`src/rtl/bist_session_controller.sv`:
```
// bist_session_controller: multi-session BIST sequencer with init/run/toggle/finish strobes and pass verdict.
// Optional abort input and aborted flag are built in when BIST_ABORT_EN is defined.
module bist_session_controller #(
    parameter int NCLOCK = 650,
    parameter int NSESSIONS = 4,
    parameter int TOGGLE_PERIOD = 2,
    localparam int SW = (NSESSIONS > 1) ? $clog2(NSESSIONS) : 1,
    localparam int CW = (NCLOCK > 1) ? $clog2(NCLOCK) : 1,
    localparam int TW = $clog2(TOGGLE_PERIOD)
) (
    input  logic          clk,
    input  logic          reset,
    input  logic          start,
    input  logic          sig_ok,
`ifdef BIST_ABORT_EN
    input  logic          abort,
    output logic          aborted,
`endif
    output logic          init,
    output logic          running,
    output logic          toggle,
    output logic          finish,
    output logic [SW-1:0] session,
    output logic          bist_end,
    output logic          pass
);
    typedef enum logic [2:0] {S_IDLE, S_INIT, S_RUN, S_FINISH, S_END} state_t;
    state_t        state_q, state_d;
    logic [CW-1:0] run_cnt_q, run_cnt_d;
    logic [TW-1:0] tog_cnt_q, tog_cnt_d;
    logic [SW-1:0] session_q, session_d;
    logic          pass_acc_q, pass_acc_d;
    logic          init_q, init_d, running_q, running_d, toggle_q, toggle_d;
    logic          finish_q, finish_d, bist_end_q, bist_end_d, pass_q, pass_d;
    logic          active, new_run, stay_run, kill;
    assign active   = state_q inside {S_INIT, S_RUN, S_FINISH};
    assign new_run  = (state_q == S_IDLE || state_q == S_END) && start;
    assign stay_run = state_q == S_RUN && state_d == S_RUN;
`ifdef BIST_ABORT_EN
    logic aborted_q, aborted_d;
    assign kill = active && abort;
    assign aborted_d = new_run ? 1'b0 : kill ? 1'b1 : aborted_q;
    always_ff @(posedge clk) aborted_q <= reset ? 1'b0 : aborted_d;
    assign aborted = aborted_q;
`else
    assign kill = 1'b0;
`endif
    always_comb begin
        state_d = state_q;
        case (state_q)
            S_IDLE, S_END: if (start) state_d = S_INIT;
            S_INIT:        state_d = S_RUN;
            S_RUN:         if (run_cnt_q == CW'(NCLOCK - 1)) state_d = S_FINISH;
            S_FINISH:      state_d = (session_q == SW'(NSESSIONS - 1)) ? S_END : S_INIT;
            default:       state_d = S_IDLE;
        endcase
        if (kill) state_d = S_END;
        run_cnt_d  = stay_run ? run_cnt_q + CW'(1) : '0;
        tog_cnt_d  = !stay_run ? '0 : (tog_cnt_q == TW'(TOGGLE_PERIOD - 1)) ? '0 : tog_cnt_q + TW'(1);
        session_d  = new_run ? '0 : (state_q == S_FINISH && state_d == S_INIT) ? session_q + SW'(1) : session_q;
        pass_acc_d = new_run ? 1'b1 : kill ? 1'b0 : (state_q == S_FINISH) ? pass_acc_q & sig_ok : pass_acc_q;
        // strobes are decoded from the next state so they line up with the state they describe
        init_d     = state_d == S_INIT;
        running_d  = state_d == S_RUN;
        toggle_d   = state_d == S_RUN && tog_cnt_d == TW'(TOGGLE_PERIOD - 1);
        finish_d   = state_d == S_FINISH;
        bist_end_d = state_q == S_END;
        pass_d     = state_q == S_END && pass_acc_q;
    end
    always_ff @(posedge clk) begin
        if (reset) begin
            state_q    <= S_IDLE;
            run_cnt_q  <= '0;
            tog_cnt_q  <= '0;
            session_q  <= '0;
            pass_acc_q <= 1'b0;
            init_q     <= 1'b0;
            running_q  <= 1'b0;
            toggle_q   <= 1'b0;
            finish_q   <= 1'b0;
            bist_end_q <= 1'b0;
            pass_q     <= 1'b0;
        end else begin
            state_q    <= state_d;
            run_cnt_q  <= run_cnt_d;
            tog_cnt_q  <= tog_cnt_d;
            session_q  <= session_d;
            pass_acc_q <= pass_acc_d;
            init_q     <= init_d;
            running_q  <= running_d;
            toggle_q   <= toggle_d;
            finish_q   <= finish_d;
            bist_end_q <= bist_end_d;
            pass_q     <= pass_d;
        end
    end
    assign init     = init_q;
    assign running  = running_q;
    assign toggle   = toggle_q;
    assign finish   = finish_q;
    assign session  = session_q;
    assign bist_end = bist_end_q;
    assign pass     = pass_q;
endmodule

```
`config.mk`:
```
export PLATFORM = sky130hd
export DESIGN_NAME = bist_session_controller
export DESIGN_NICKNAME = d
export VERILOG_FILES = /design/src/rtl/bist_session_controller.sv
export SDC_FILE = /design/constraint.sdc
export NUM_CORES = 1
export LEC_CHECK = 0
export ABC_AREA = 1
export CELL_PAD_IN_SITES_DETAIL_PLACEMENT = 0
export CELL_PAD_IN_SITES_GLOBAL_PLACEMENT = 1
export CORE_ASPECT_RATIO = 0.7
export CORE_MARGIN = 2
export CORE_UTILIZATION = 40
export CTS_BUF_LIST = sky130_fd_sc_hd__clkbuf_16
export DETAILED_ROUTE_END_ITERATION = 8
export GPL_ROUTABILITY_DRIVEN = 0
export HOLD_SLACK_MARGIN = 0.06
export PLACE_DENSITY_LB_ADDON = 0.25
export SETUP_SLACK_MARGIN = 0.2
export SYNTH_ARGS = -nofsm -noshare
export SYNTH_HDL_FRONTEND = slang
export SYNTH_SLANG_ARGS = --single-unit
```
`constraint.sdc`:
```
create_clock -name clk -period 1.9 [get_ports clk]
set_clock_uncertainty 0.1 [all_clocks]
set_input_delay 0.19 -clock clk [delete_from_list [all_inputs] [get_ports clk]]
set_output_delay 0.19 -clock clk [all_outputs]
set_load 0.01 [all_outputs]
```
# Word-level counts from Yosys, hierarchy flattened
# Cells that the tools add are included.
dict set report op_classes {
  add_sub_neg 3
  eq_ne 9
  muxes 8
  n_bitwise 2
  n_reduce_logical 11
}
# op count
set op_table {}
lappend op_table {{$eq A3 B2 Y1 const B} 4}
lappend op_table {{$pmux W3 S4} 1}
lappend op_table {{$add A10 B1 Y10 const B} 1}
lappend op_table {{$eq A10 B10 Y1 const B} 1}
lappend op_table {{$mux W3} 3}
lappend op_table {{$eq A3 B1 Y1 const B} 2}
lappend op_table {{$reduce_or A2 Y1} 3}
lappend op_table {{$logic_and A1 B1 Y1} 5}
lappend op_table {{$mux W1} 4}
lappend op_table {{$eq A3 B3 Y1 const B} 1}
lappend op_table {{$logic_not A3 Y1} 1}
lappend op_table {{$add A2 B1 Y2 const B} 1}
lappend op_table {{$eq A2 B2 Y1 const B} 1}
lappend op_table {{$reduce_bool A2 Y1} 1}
lappend op_table {{$add A1 B1 Y1 const B} 1}
lappend op_table {{$and A1 B1 Y1} 1}
lappend op_table {{$logic_or A1 B1 Y1} 1}
lappend op_table {{$not A1 Y1} 1}
dict set report totals {
  ff_bits 23
  input_bits 4
  out_inout_bits 8
  elab_cells 44
}

# Depth between registers and ports, before layout
dict set report depth {
  word_depth 7
  mapped_depth 10
  depth_no_buf 9
}

# Worst setup path after synthesis
# No wires, ideal clock.
dict set report synth_timing {
  kind {reg-to-reg}
  from {register session_q[0] (netlist: session[0])}
  to {register run_cnt_q[6]}
  setup_ns 0.121
  t_arrival_ns 1.231
  t_required_ns 1.679
  slack_ns 0.449
  stages_incl_launch_ff 7
  path_buffers 1
  synth_period_minus_slack_ns 1.451
  path_cell_list {dfxtp_1 > ha_1 > nor3_4 > nor2_4 > nand4_4 > buf_12 > nor2_4}
}
dict set report synth_between {
  elab_chain_len 7
}
# item line
set synth_rtl {}
lappend synth_rtl {{start: declaration} 31} ;# logic [SW-1:0] session_q, session_d;
lappend synth_rtl {{start signal: assignment} 87} ;# session_q <= session_d;
lappend synth_rtl {{$eq A2 B2 Y1} 54} ;# S_FINISH: state_d = (session_q == SW'(NSESSIONS - 1)) ? S_END : S_INIT;
lappend synth_rtl {{$mux W3} 54}
lappend synth_rtl {{$pmux W3 S4} 50} ;# case (state_q)
lappend synth_rtl {{$eq A3 B2 Y1} 38} ;# assign stay_run = state_q == S_RUN && state_d == S_RUN;
lappend synth_rtl {{$logic_and A1 B1 Y1} 38}
lappend synth_rtl {{$not A1 Y1 (no source line)} -}
lappend synth_rtl {{$reduce_or A2 Y1 (no source line)} -}
lappend synth_rtl {{end signal: assignment} 85} ;# run_cnt_q <= run_cnt_d;
lappend synth_rtl {{end: declaration} 29} ;# logic [CW-1:0] run_cnt_q, run_cnt_d;
# Every way passes these cells.
# A chain may end at the register's enable or synchronous reset.

# Final worst setup path
dict set report layout_timing {
  from {register session_q[0] (netlist: session[0])}
  to {register run_cnt_q[0]}
}
# Same word-level chain as after synthesis.

==> flow_summary.ini <==
[finish]
final_nets = 147
finish.instance_area_um2 = 1320
finish.utilization_pct = 52.4
layout.area.seq_um2 = 460
area_delta_synth_final_pct = 22.2
fillers = 233
diodes = 0
multi_input_area_um2 = 527
drive_gt1_share_pct = 18.7

[outcome]
outcome = complete, no violations

[worst_setup_path]
slowest_stage = dfxtp_1
cpLargestDelayFamily = simple AND/OR/NAND/NOR gates
crit_chain = ha_1 > nor3_4 > nor2_4 > nand4_4 > buf_12 > nor2_1
cp-end-kind = register
cp.buffers_inverters = 1
worstSetupStartpointType = register
cp_max_fo = 12
worstPathArrival_ns = 1.56
crit_required_ns = 1.94
worstSetupPathType = register to register
slowest_delay_ns = 0.33

[synth]
yosys_warnings = 0
synth.top_cell.area_share_pct = 42.7
yosysUniqueCellTypes = 23
avgSynthCellArea_um2 = 8.77
synth-main-ff-cell = dfxtp_1
synth-seq-area-share_pct = 42.7
synth_common_cells = dfxtp_1, nand2_1, inv_1
synth-edff-count = 0
ys_ff_latch = 23
syn_area_um2 = 1080
yosysMostFrequentCell = dfxtp_1
netlist_top_cells_area = dfxtp_1, nor2_4, nand2_1
synth_largest_area_cell = dfxtp_1
synth_nets = 130
syn-instance-count = 123
synthArstFlopShare_pct = 0

[clock_tree]
postCtsSetupRepairBufs = 0
cts_sinks = 23
cts_max_level = 1
cts_tree = built
ctsHoldBuffers = 0
ctsResizeCount = 0
root_buffer = clkbuf_16
clk_pin_slew_worst_paths_ns = 0.06
cts_buffers = 3
insertion_delay_ns = 0.25
clock_path_buffers = 2

[route]
dr.pass1.iters = 4
wl_per_cell_um = 10.4
detail-route-antenna-nets = 0
vias = 737
viasPerCell = 4.26
initialDrtViolationCount = 25
wl_um = 1800
drc = 0

[placement]
placement.io_buffers = 11
post-dp-hpwl_um = 1400
place_area_um2 = 1240

[sta]
final-setup-viol-count = 0
worst_pin_slew_ns = 0.317
fmax_mhz = 659
rsz0062_at_grt = false
period_share_pct = 79.8
relSlewSlack_pct = 78.8
hold_viol = 0
finalCriticalPeriod_ns = 1.52
maxSlewViolCount = 0
fin_hold_ws_ns = 0.353
tns_ns = 0

[floorplanning]
dieHeight_um = 47.4
rows = 15
ioPinCount = 12
core_area_um2 = 2510
die_w_um = 66.1
design.die.area_um2 = 3130
initial_core_util_pct = 42.9

[grt]
grt-ovfl-total = 0
grt_pass1_wl_um = 3020
first_global_vias = 636
grt_start_max_net_pins = 13
antenna_found_initial = 0
grt_util_all_layers_pct = 13.3

[flow_run]
maxCapViolations = 0

[hold_path]
worstHoldPathType = register to register

[power_and_ir_drop]
vdd_drop_max_mv = 0.488
p_leak_nw = 0.494
power_per_cell_area_nw_per_um2 = 772
==> stage by stage <==
step                worst slack [ns]  total power, mW  std cells
global route                   0.303             1.06        173
global placement               0.336            0.581        169
floorplan                      0.449            0.554        123
finish                         0.383             1.02        173
CTS                            0.375             1.03        173
detailed placement             0.284            0.582        169
==> routing by layer <==
metal	wire, um	global-route usage (%)	share of wire [%]	up-vias
li1	-	-	-	414
met1	1020	19.9	57	308
met2	676	18.0	38	10
met3	76	4.24	4.2	5
met4	23	4.90	1.3	0
met5	0	0	0	-
==> path summary, 6_finish.rpt <==
path                   start      endpoint  slack, ns  depth (start not counted)
setup / recovery  session[0]  run_cnt_q[0]       0.38                          6
hold reg to reg    tog_cnt_q        toggle       0.35                          1
setup reg to reg  session[0]  run_cnt_q[0]       0.38                          6
hold / removal     tog_cnt_q        toggle       0.35                          1
==> state kept, by name (all words and copies together), names as in the netlist <==
name        cells
session         2
bist_end        1
run_cnt_q      10
init            1
state_q         3
finish          1
running         1
toggle          1
tog_cnt_q       1
pass            1
pass_acc_q      1
==> cells by family (layout without fill, tap and decap cells) <==
family,after synthesis,after routing,synth area share [%]
adder cells (fa/ha/maj),3,3,3.48
XOR/XNOR,5,5,4.06
AO/OA/AOI/OAI,6,6,3.02
flip-flops,23,23,42.7
buffers and inverters,20,36,8.47
AND/OR/NAND/NOR,66,66,38.3
==> report_power, final <==
group          total (mW)  switching, mW  internal (mW)
logic              0.0711         0.0397         0.0315
registers           0.500        0.00661          0.494
clock network       0.445          0.164          0.281
==> cell usage in the layout (no fill, tap or decap), drive strengths merged <==
| master | instances |
|---|---|
| nor2 | 25 |
| dfxtp | 23 |
| nand2 | 23 |
| inv | 20 |
| clkdlybuf4s50 | 11 |
| nand3 | 7 |
| a21oi | 5 |
| nor3 | 5 |
| xor2 | 3 |
| ha | 3 |
| clkbuf | 3 |
| xnor2 | 2 |
| nand4 | 2 |
| buf | 2 |
| or2 | 1 |
| o31ai | 1 |
| and2 | 1 |
| nand3b | 1 |
| nor3b | 1 |
==> final cells by class <==
cell class              count  share of cell area (%)
clock inverters             1                   0.285
repair buffers             13                    10.4
inverters                  19                    5.41
clock buffers               3                    5.70
flip-flops and latches     23                    34.9
multi-input cells          80                    40.0
well taps                  34                    3.23
(Power assumes the default switching activity.)
